### config.mk
export PLATFORM = sky130hd
export DESIGN_NAME = axis_burst_m
export DESIGN_NICKNAME = d
export VERILOG_FILES = /design/src/rtl/axis_burst_m.sv
export SDC_FILE = /design/constraint.sdc
export NUM_CORES = 1
export LEC_CHECK = 0
export ABC_AREA = 1
export CAP_MARGIN = 10
export CORE_UTILIZATION = 45
export DETAILED_ROUTE_END_ITERATION = 16
export PLACE_DENSITY = 0.74
export SLEW_MARGIN = 10
export SYNTH_ARGS = -nofsm -noshare
export SYNTH_HDL_FRONTEND = slang
export SYNTH_SLANG_ARGS = --single-unit
export TNS_END_PERCENT = 5
### constraint.sdc
create_clock -name aclk -period 1.48 [get_ports aclk]
set_clock_uncertainty 0.05 [all_clocks]
set_input_delay 0.444 -clock aclk [delete_from_list [all_inputs] [get_ports aclk]]
set_output_delay 0.444 -clock aclk [all_outputs]
set_load 0.02 [all_outputs]
### src/rtl/axis_burst_m.sv
// axis_burst_m: AXI-Stream burst master.
//   On start (in IDLE, len != 0) emits len beats of incrementing data starting
//   at base, tlast on the final beat, then pulses finish for one cycle.
// Ports:
//   aclk, areset_n      clock, synchronous active-low reset
//   start, len, base    burst request (sampled only in IDLE)
//   busy, finish        user-side status (busy through burst, finish pulse)
//   tvalid/tready/tdata/tlast  AXI-Stream master interface
// All outputs are registered; tvalid never depends combinationally on tready.
module axis_burst_m #(
  parameter int DATA_W = 32,
  parameter int LEN_W  = 8
) (
  input  logic              aclk,
  input  logic              areset_n,
  input  logic              start,
  input  logic [LEN_W-1:0]  len,
  input  logic [DATA_W-1:0] base,
  output logic              busy,
  output logic              finish,
  output logic              tvalid,
  input  logic              tready,
  output logic [DATA_W-1:0] tdata,
  output logic              tlast
);

  typedef enum logic [1:0] {IDLE, SEND, DONE} state_e;

  state_e            state_q;
  logic [LEN_W-1:0]  len_q;
  logic [LEN_W-1:0]  cnt_q;     // index of the beat currently presented
  logic [DATA_W-1:0] tdata_q;
  logic              tvalid_q, tlast_q, busy_q, finish_q;

  logic              hs;
  logic [LEN_W-1:0]  cnt_d;
  logic              tlast_d;

  assign hs      = tvalid_q & tready;
  assign cnt_d   = cnt_q + 1'b1;
  // Beat cnt_q+1 is the last one when cnt_q+2 == len; widened so len=max
  // does not alias through the add.
  assign tlast_d = ({1'b0, cnt_q} + (LEN_W+1)'(2)) == {1'b0, len_q};

  always_ff @(posedge aclk) begin
    if (!areset_n) begin
      state_q  <= IDLE;
      len_q    <= '0;
      cnt_q    <= '0;
      tdata_q  <= '0;
      tvalid_q <= 1'b0;
      tlast_q  <= 1'b0;
      busy_q   <= 1'b0;
      finish_q <= 1'b0;
    end else begin
      case (state_q)
        IDLE: begin
          finish_q <= 1'b0;
          if (start && len != '0) begin
            len_q    <= len;
            cnt_q    <= '0;
            tdata_q  <= base;
            tlast_q  <= (len == LEN_W'(1));
            tvalid_q <= 1'b1;
            busy_q   <= 1'b1;
            state_q  <= SEND;
          end
        end
        SEND: begin
          if (hs) begin
            if (tlast_q) begin
              tvalid_q <= 1'b0;
              tlast_q  <= 1'b0;
              finish_q <= 1'b1;
              state_q  <= DONE;
            end else begin
              tdata_q <= tdata_q + 1'b1;  // wraps modulo 2**DATA_W
              cnt_q   <= cnt_d;
              tlast_q <= tlast_d;
            end
          end
        end
        DONE: begin
          finish_q <= 1'b0;
          busy_q   <= 1'b0;
          cnt_q    <= '0;
          state_q  <= IDLE;
        end
        default: state_q <= IDLE;
      endcase
    end
  end

  assign busy   = busy_q;
  assign finish = finish_q;
  assign tvalid = tvalid_q;
  assign tdata  = tdata_q;
  assign tlast  = tlast_q;

endmodule

Word-level counts from Yosys, hierarchy flattened:

Index checks and enable logic that the tools add are counted.

* flip-flop bits (word level): 54
* input bits: 44
* output and inout bits: 36

* add/subtract/negate cells: 3
* eq/ne operators: 8
* muxes and demuxes: 24
* bitwise gates (word level): 1
* reduce and logical (&&, ||, !) cells: 16

Operator list (count)
* 32-bit 2-to-1 mux: 3
* 32-bit case mux with 2 select lines: 1
* 32-bit by 1-bit adder with 32-bit output, second input constant: 1
* 8-bit 2-to-1 mux: 3
* 8-bit case mux with 3 select lines: 1
* 4-bit AND reduction: 3
* 8-bit by 2-bit adder with 9-bit output, second input constant: 1
* 9-bit by 8-bit == test with 1-bit output: 1
* 3-bit AND reduction: 3
* 8-bit by 1-bit adder with 8-bit output, second input constant: 1
* 8-bit by 1-bit == test with 1-bit output, second input constant: 1
* 1-bit 2-to-1 mux: 8
* 2-bit != test, second input constant: 4
* 1-bit case mux with 2 select lines: 4
* 8-bit nonzero test: 1
* 2-bit 2-to-1 mux: 3
* 2-bit nonzero test: 3
* 2-bit case mux with 2 select lines: 1
* 2-bit AND reduction: 2
* 3-bit nonzero test: 1
* 2-bit by 1-bit == test with 1-bit output, second input constant: 1
* 2-bit == test, second input constant: 1
* 2-bit logical NOT: 1
* 2-bit OR reduction: 1
* 2 further kinds: 2

Logic depth before layout (Yosys ltp):

* depth in word-level cells: 5
* depth in mapped cells: 11

Least setup slack after synthesis:

No wires, ideal clock.

* kind: register -> register
* start point: reg tdata_q[1] (netlist: tdata[1])
* end point: reg tdata_q[14] (netlist: tdata[14])
* setup time: 115 ps
* arrival: 1473 ps
* required time: 1315 ps
* slack: -158 ps
* stages on the path, launching flop included: 11
* path buffers: 0
* clock period less this slack: 1638 ps
* path through: dfxtp_1 > ha_1 > nand2_1 > nor2_1 > nand2_1 > nor2_1 > nand3b_1 > o21bai_1 > nand2_1 > nand2_1 > nor2_1

* word-level cells in the longest chain between the ends: 4

RTL lines
* start, declared: line 32 `logic [DATA_W-1:0] tdata_q;`
* start signal, assigned: line 62 `tdata_q <= base;`
* start signal, assigned: line 77 `tdata_q <= tdata_q + 1'b1;`
* 32-bit by 1-bit adder with 32-bit output: line 77
* 32-bit 2-to-1 mux: line 71 `if (tlast_q) begin`
* 32-bit 2-to-1 mux: line 70 `if (hs) begin`
* 32-bit case mux with 2 select lines: line 56 `case (state_q)`

No other way between the ends. The select of a mux whose other input is x is not followed.
A chain may end at the register's enable or synchronous reset.

Worst setup path after layout:

* start point: reg state_q[1]
* end point: reg tdata_q[20] (netlist: tdata[20])

* word-level cells in the longest chain between the ends: 3
* elaborated cells between the ends (all ways): 8

RTL lines
* start, declared: line 29 `state_e state_q;`
* start signal, assigned: line 47 `state_q <= IDLE;`
* start signal, assigned: line 66 `state_q <= SEND;`
* start signal, assigned: line 75 `state_q <= DONE;`
* 2-bit by 1-bit == test with 1-bit output or 2-bit logical NOT (tied branches): line 56
* 2-bit != test (no source line) or 2-bit nonzero test (tied branches)
* 4-bit AND reduction (no source line)

Several ways; a longest one is shown, not always the timed one.

==> impl_metrics.env <==
export IMPL_outcome="finished with violations"
export IMPL_failed_checks="setup timing"
export IMPL_port_buffers=79
export IMPL_die_w_um=93.2
export IMPL_cp_max_fo=14
export IMPL_cellLeakagePower_nw=2.50
export IMPL_total_power_w=0.00464
export IMPL_grtUsageTotal_pct=30.5
export IMPL_busiest_layer="met2"
export IMPL_drive_above_1_share_pct=36.8
export IMPL_synth_seq_area_share_pct=28.9
export IMPL_ir_drop_uv=461
export IMPL_syn_inst=641
export IMPL_hold_violations=0
export IMPL_rsz0062_at_grt="true"
export IMPL_critPathArrivalTime_ps=1800
export IMPL_crit_required_ps=1680
export IMPL_clock_fmax_mhz=627
export IMPL_timing_final_ws_setup_ps=-115
export IMPL_grt_pass1_vias=4559
export IMPL_ios=80
export IMPL_min_period_over_period_pct=108
export IMPL_fin_area_um2=5870
export IMPL_vias_per_cell=5.25
export IMPL_path_delay_family="buffers and inverters"
export IMPL_worst_pin_slew_ps=272
export IMPL_grt_antenna_before_repair=0
export IMPL_slew_headroom_pct=81.8
export IMPL_final_setup_viol_count=25
export IMPL_initial_core_util_pct=47.5
export IMPL_critPathLaunch="state_q[1]"
export IMPL_worst_path_largest_cell_delay_ps=370
export IMPL_ant_nets=0
export IMPL_seqCellArea_um2=1130
export IMPL_hp_start="len[7]"
export IMPL_drt_iter0_drc=242
export IMPL_syn_area_per_cell_um2=5.84
export IMPL_ys_types=28
export IMPL_hpwlAfterDp_um=9140
export IMPL_final_cells=915
export IMPL_r2r_slack_ps=-120
export IMPL_grtUsageMet2_pct=55.8
export IMPL_finish_utilization_pct=74.4
export IMPL_dpl_cell_area_um2=5240
export IMPL_area_growth_pct=56.8
export IMPL_maxSlewViolCount=0
export IMPL_gr_usage_met3_pct=3.74
export IMPL_cts_root_buf="clkbuf_8"
export IMPL_power_density_nw_per_um2=790
export IMPL_cts_sinks=54
export IMPL_final_nets=859
export IMPL_coreArea_um2=7890
export IMPL_cp_common_cell="nand2_1"
export IMPL_num_rows=32
export IMPL_grt_pass1_wl_um=20900
export IMPL_htreeDepth=2
export IMPL_antenna_cells=0
export IMPL_gr_usage_met1_pct=36.4
export IMPL_vias=4800
export IMPL_syn_area_um2=3740
export IMPL_clk_pin_slew_ps=100
export IMPL_dp_worst_setup_slack_ps=-565
export IMPL_avgRoutedWirePerCell_um=14.7
export IMPL_die_area_um2=8690
export IMPL_firstDrtPassIters=5
export IMPL_start_kind="register"
export IMPL_ys_seq_elements=54
export IMPL_finalCriticalPeriod_ps=1600
export IMPL_clockBufferDepth=2
export IMPL_cts_tree="done"
export IMPL_critical_path_cell_chain="inv_2, nand2_4, buf_6, clkinvlp_4, buf_12, nand4_1, nand2_1, nand2_1, nand2_1, nor2_1"
export IMPL_syn_nets=688
export IMPL_multi_input_area_um2=2730
export IMPL_gr_total_overflow=0
export IMPL_fillerInstances=646
export IMPL_cap_violations=0
export IMPL_critical_path_slowest_cell="dfxtp_2"
export IMPL_cp_depth=10
export IMPL_dp_cells=879
export IMPL_cts_hold_buffers_added=0
export IMPL_numCtsBuffers=5
export IMPL_yosysWarnings=0
export IMPL_r2r_start="state_q[1]"
export IMPL_critPathBufInv=4
export IMPL_crit_type="reg -> reg"
export IMPL_wl_um=13500
export IMPL_crit_path_end_kind="register"
export IMPL_gp_congestion=0.983
export IMPL_clk_latency_ps=320
export IMPL_grt_max_degree=29
export IMPL_drcViolationCount=0
export IMPL_die_h_um=93.2
export IMPL_reg2reg_depth=10
export IMPL_min_path_type="in -> reg"
export IMPL_min_path_cells=3
## stage by stage
step	TNS [ps]	hold WS (ps)
5_1_grt	-3670	401
2_1_floorplan	-69.3	385
4_1_cts	-1820	389
3_5_place_dp	-26500	403
3_3_place_gp	-24000	394
6_report	-837	375
## power breakdown
part	switching [W]	internal (W)	total (W)	leakage [nW]
Clock	0.000536	0.000337	0.000872	0.0452
Combinational	0.00106	0.000930	0.00199	2.00
Sequential	0.000156	0.00162	0.00177	0.456
## state kept, by name (all words and copies together) (netlist names)
| signal | count |
|---|---|
| tdata | 32 |
| cnt_q | 8 |
| len_q | 8 |
| state_q | 2 |
| busy | 1 |
| finish | 1 |
| tlast | 1 |
| tvalid | 1 |
## cell families after synthesis
| logic type | count (synthesis) | share of synthesized area (%) |
|---|---|---|
| AND/OR/NAND/NOR | 409 | 45.7 |
| AO/OA/AOI/OAI | 83 | 11.4 |
| buffers and inverters | 76 | 8.92 |
| flip-flops | 54 | 28.9 |
| XOR/XNOR | 16 | 4.11 |
| adder cells (fa/ha/maj) | 3 | 1.00 |
## Yosys cell counts (all sizes together)
| cell | count | area, um^2 |
|---|---|---|
| a21oi | 47 | 239 |
| buf | 12 | 91.3 |
| clkbuf | 9 | 33.8 |
| dfxtp | 54 | 1080 |
| ha | 3 | 37.5 |
| inv | 55 | 209 |
| nand2 | 221 | 837 |
| nand3 | 33 | 178 |
| nand3b | 14 | 105 |
| nand4 | 5 | 31.3 |
| nor2 | 129 | 519 |
| nor3 | 2 | 10.0 |
| o211ai | 1 | 7.51 |
| o21ai | 33 | 165 |
| o21bai | 2 | 15.0 |
| or2 | 5 | 31.3 |
| xnor2 | 7 | 61.3 |
| xnor3 | 1 | 22.5 |
| xor2 | 8 | 70.1 |
## layout make-up
type                            count  area share (%)
Clock inverter                      2           0.234
Sequential cell                    54            19.3
Tap cell                          102            2.17
Multi-Input combinational cell    511            46.5
Timing Repair Buffer              185            26.8
Inverter                           55            3.67
Clock buffer                        6            1.24
## per-layer routing
layer / share of wire (%) / vias up
met1: 41 / 2220
met4: 2.4 / 0
met3: 5.1 / 29
li1: - / 2363
met2: 52 / 188
met5: 0 / -
## path summary, 6_finish.rpt
path                to
min reg2reg     finish
min           len_q[7]
max reg2reg  tdata[20]
max          tdata[20]
## repair_timing
action,CTS,global route
hold endpoints to repair,0,0
setup endpoints to repair,85,77
pin swaps,14,35
gates cloned,2,1
buffers inserted,14,14
gates resized for setup,178,145
## worst min-delay path, cell delays in order
cell and delay, ps:
buf_2 100, o21ai_1 60, a21oi_1 100
## cells in the final DEF, fill, tap and decap left out, drive strengths merged
cell type / Yosys / final
o21bai: 2 / 2
clkinv: 0 / 2
dlygate4sd2: 0 / 2
a21oi: 47 / 47
nand4: 5 / 5
nor3: 2 / 2
o21ai: 33 / 33
buf: 12 / 127
clkbuf: 9 / 21
nand3b: 14 / 14
xnor2: 7 / 7
clkdlybuf4s50: 0 / 33
nand3: 33 / 33
or2: 5 / 5
xor2: 8 / 8
dfxtp: 54 / 54
clkinvlp: 0 / 1
xnor3: 1 / 1
clkdlybuf4s15: 0 / 8
inv: 55 / 54
o211ai: 1 / 1
nand2: 221 / 221
nor2: 129 / 129
ha: 3 / 3
No activity file was read; power rests on OpenSTA's default activity.
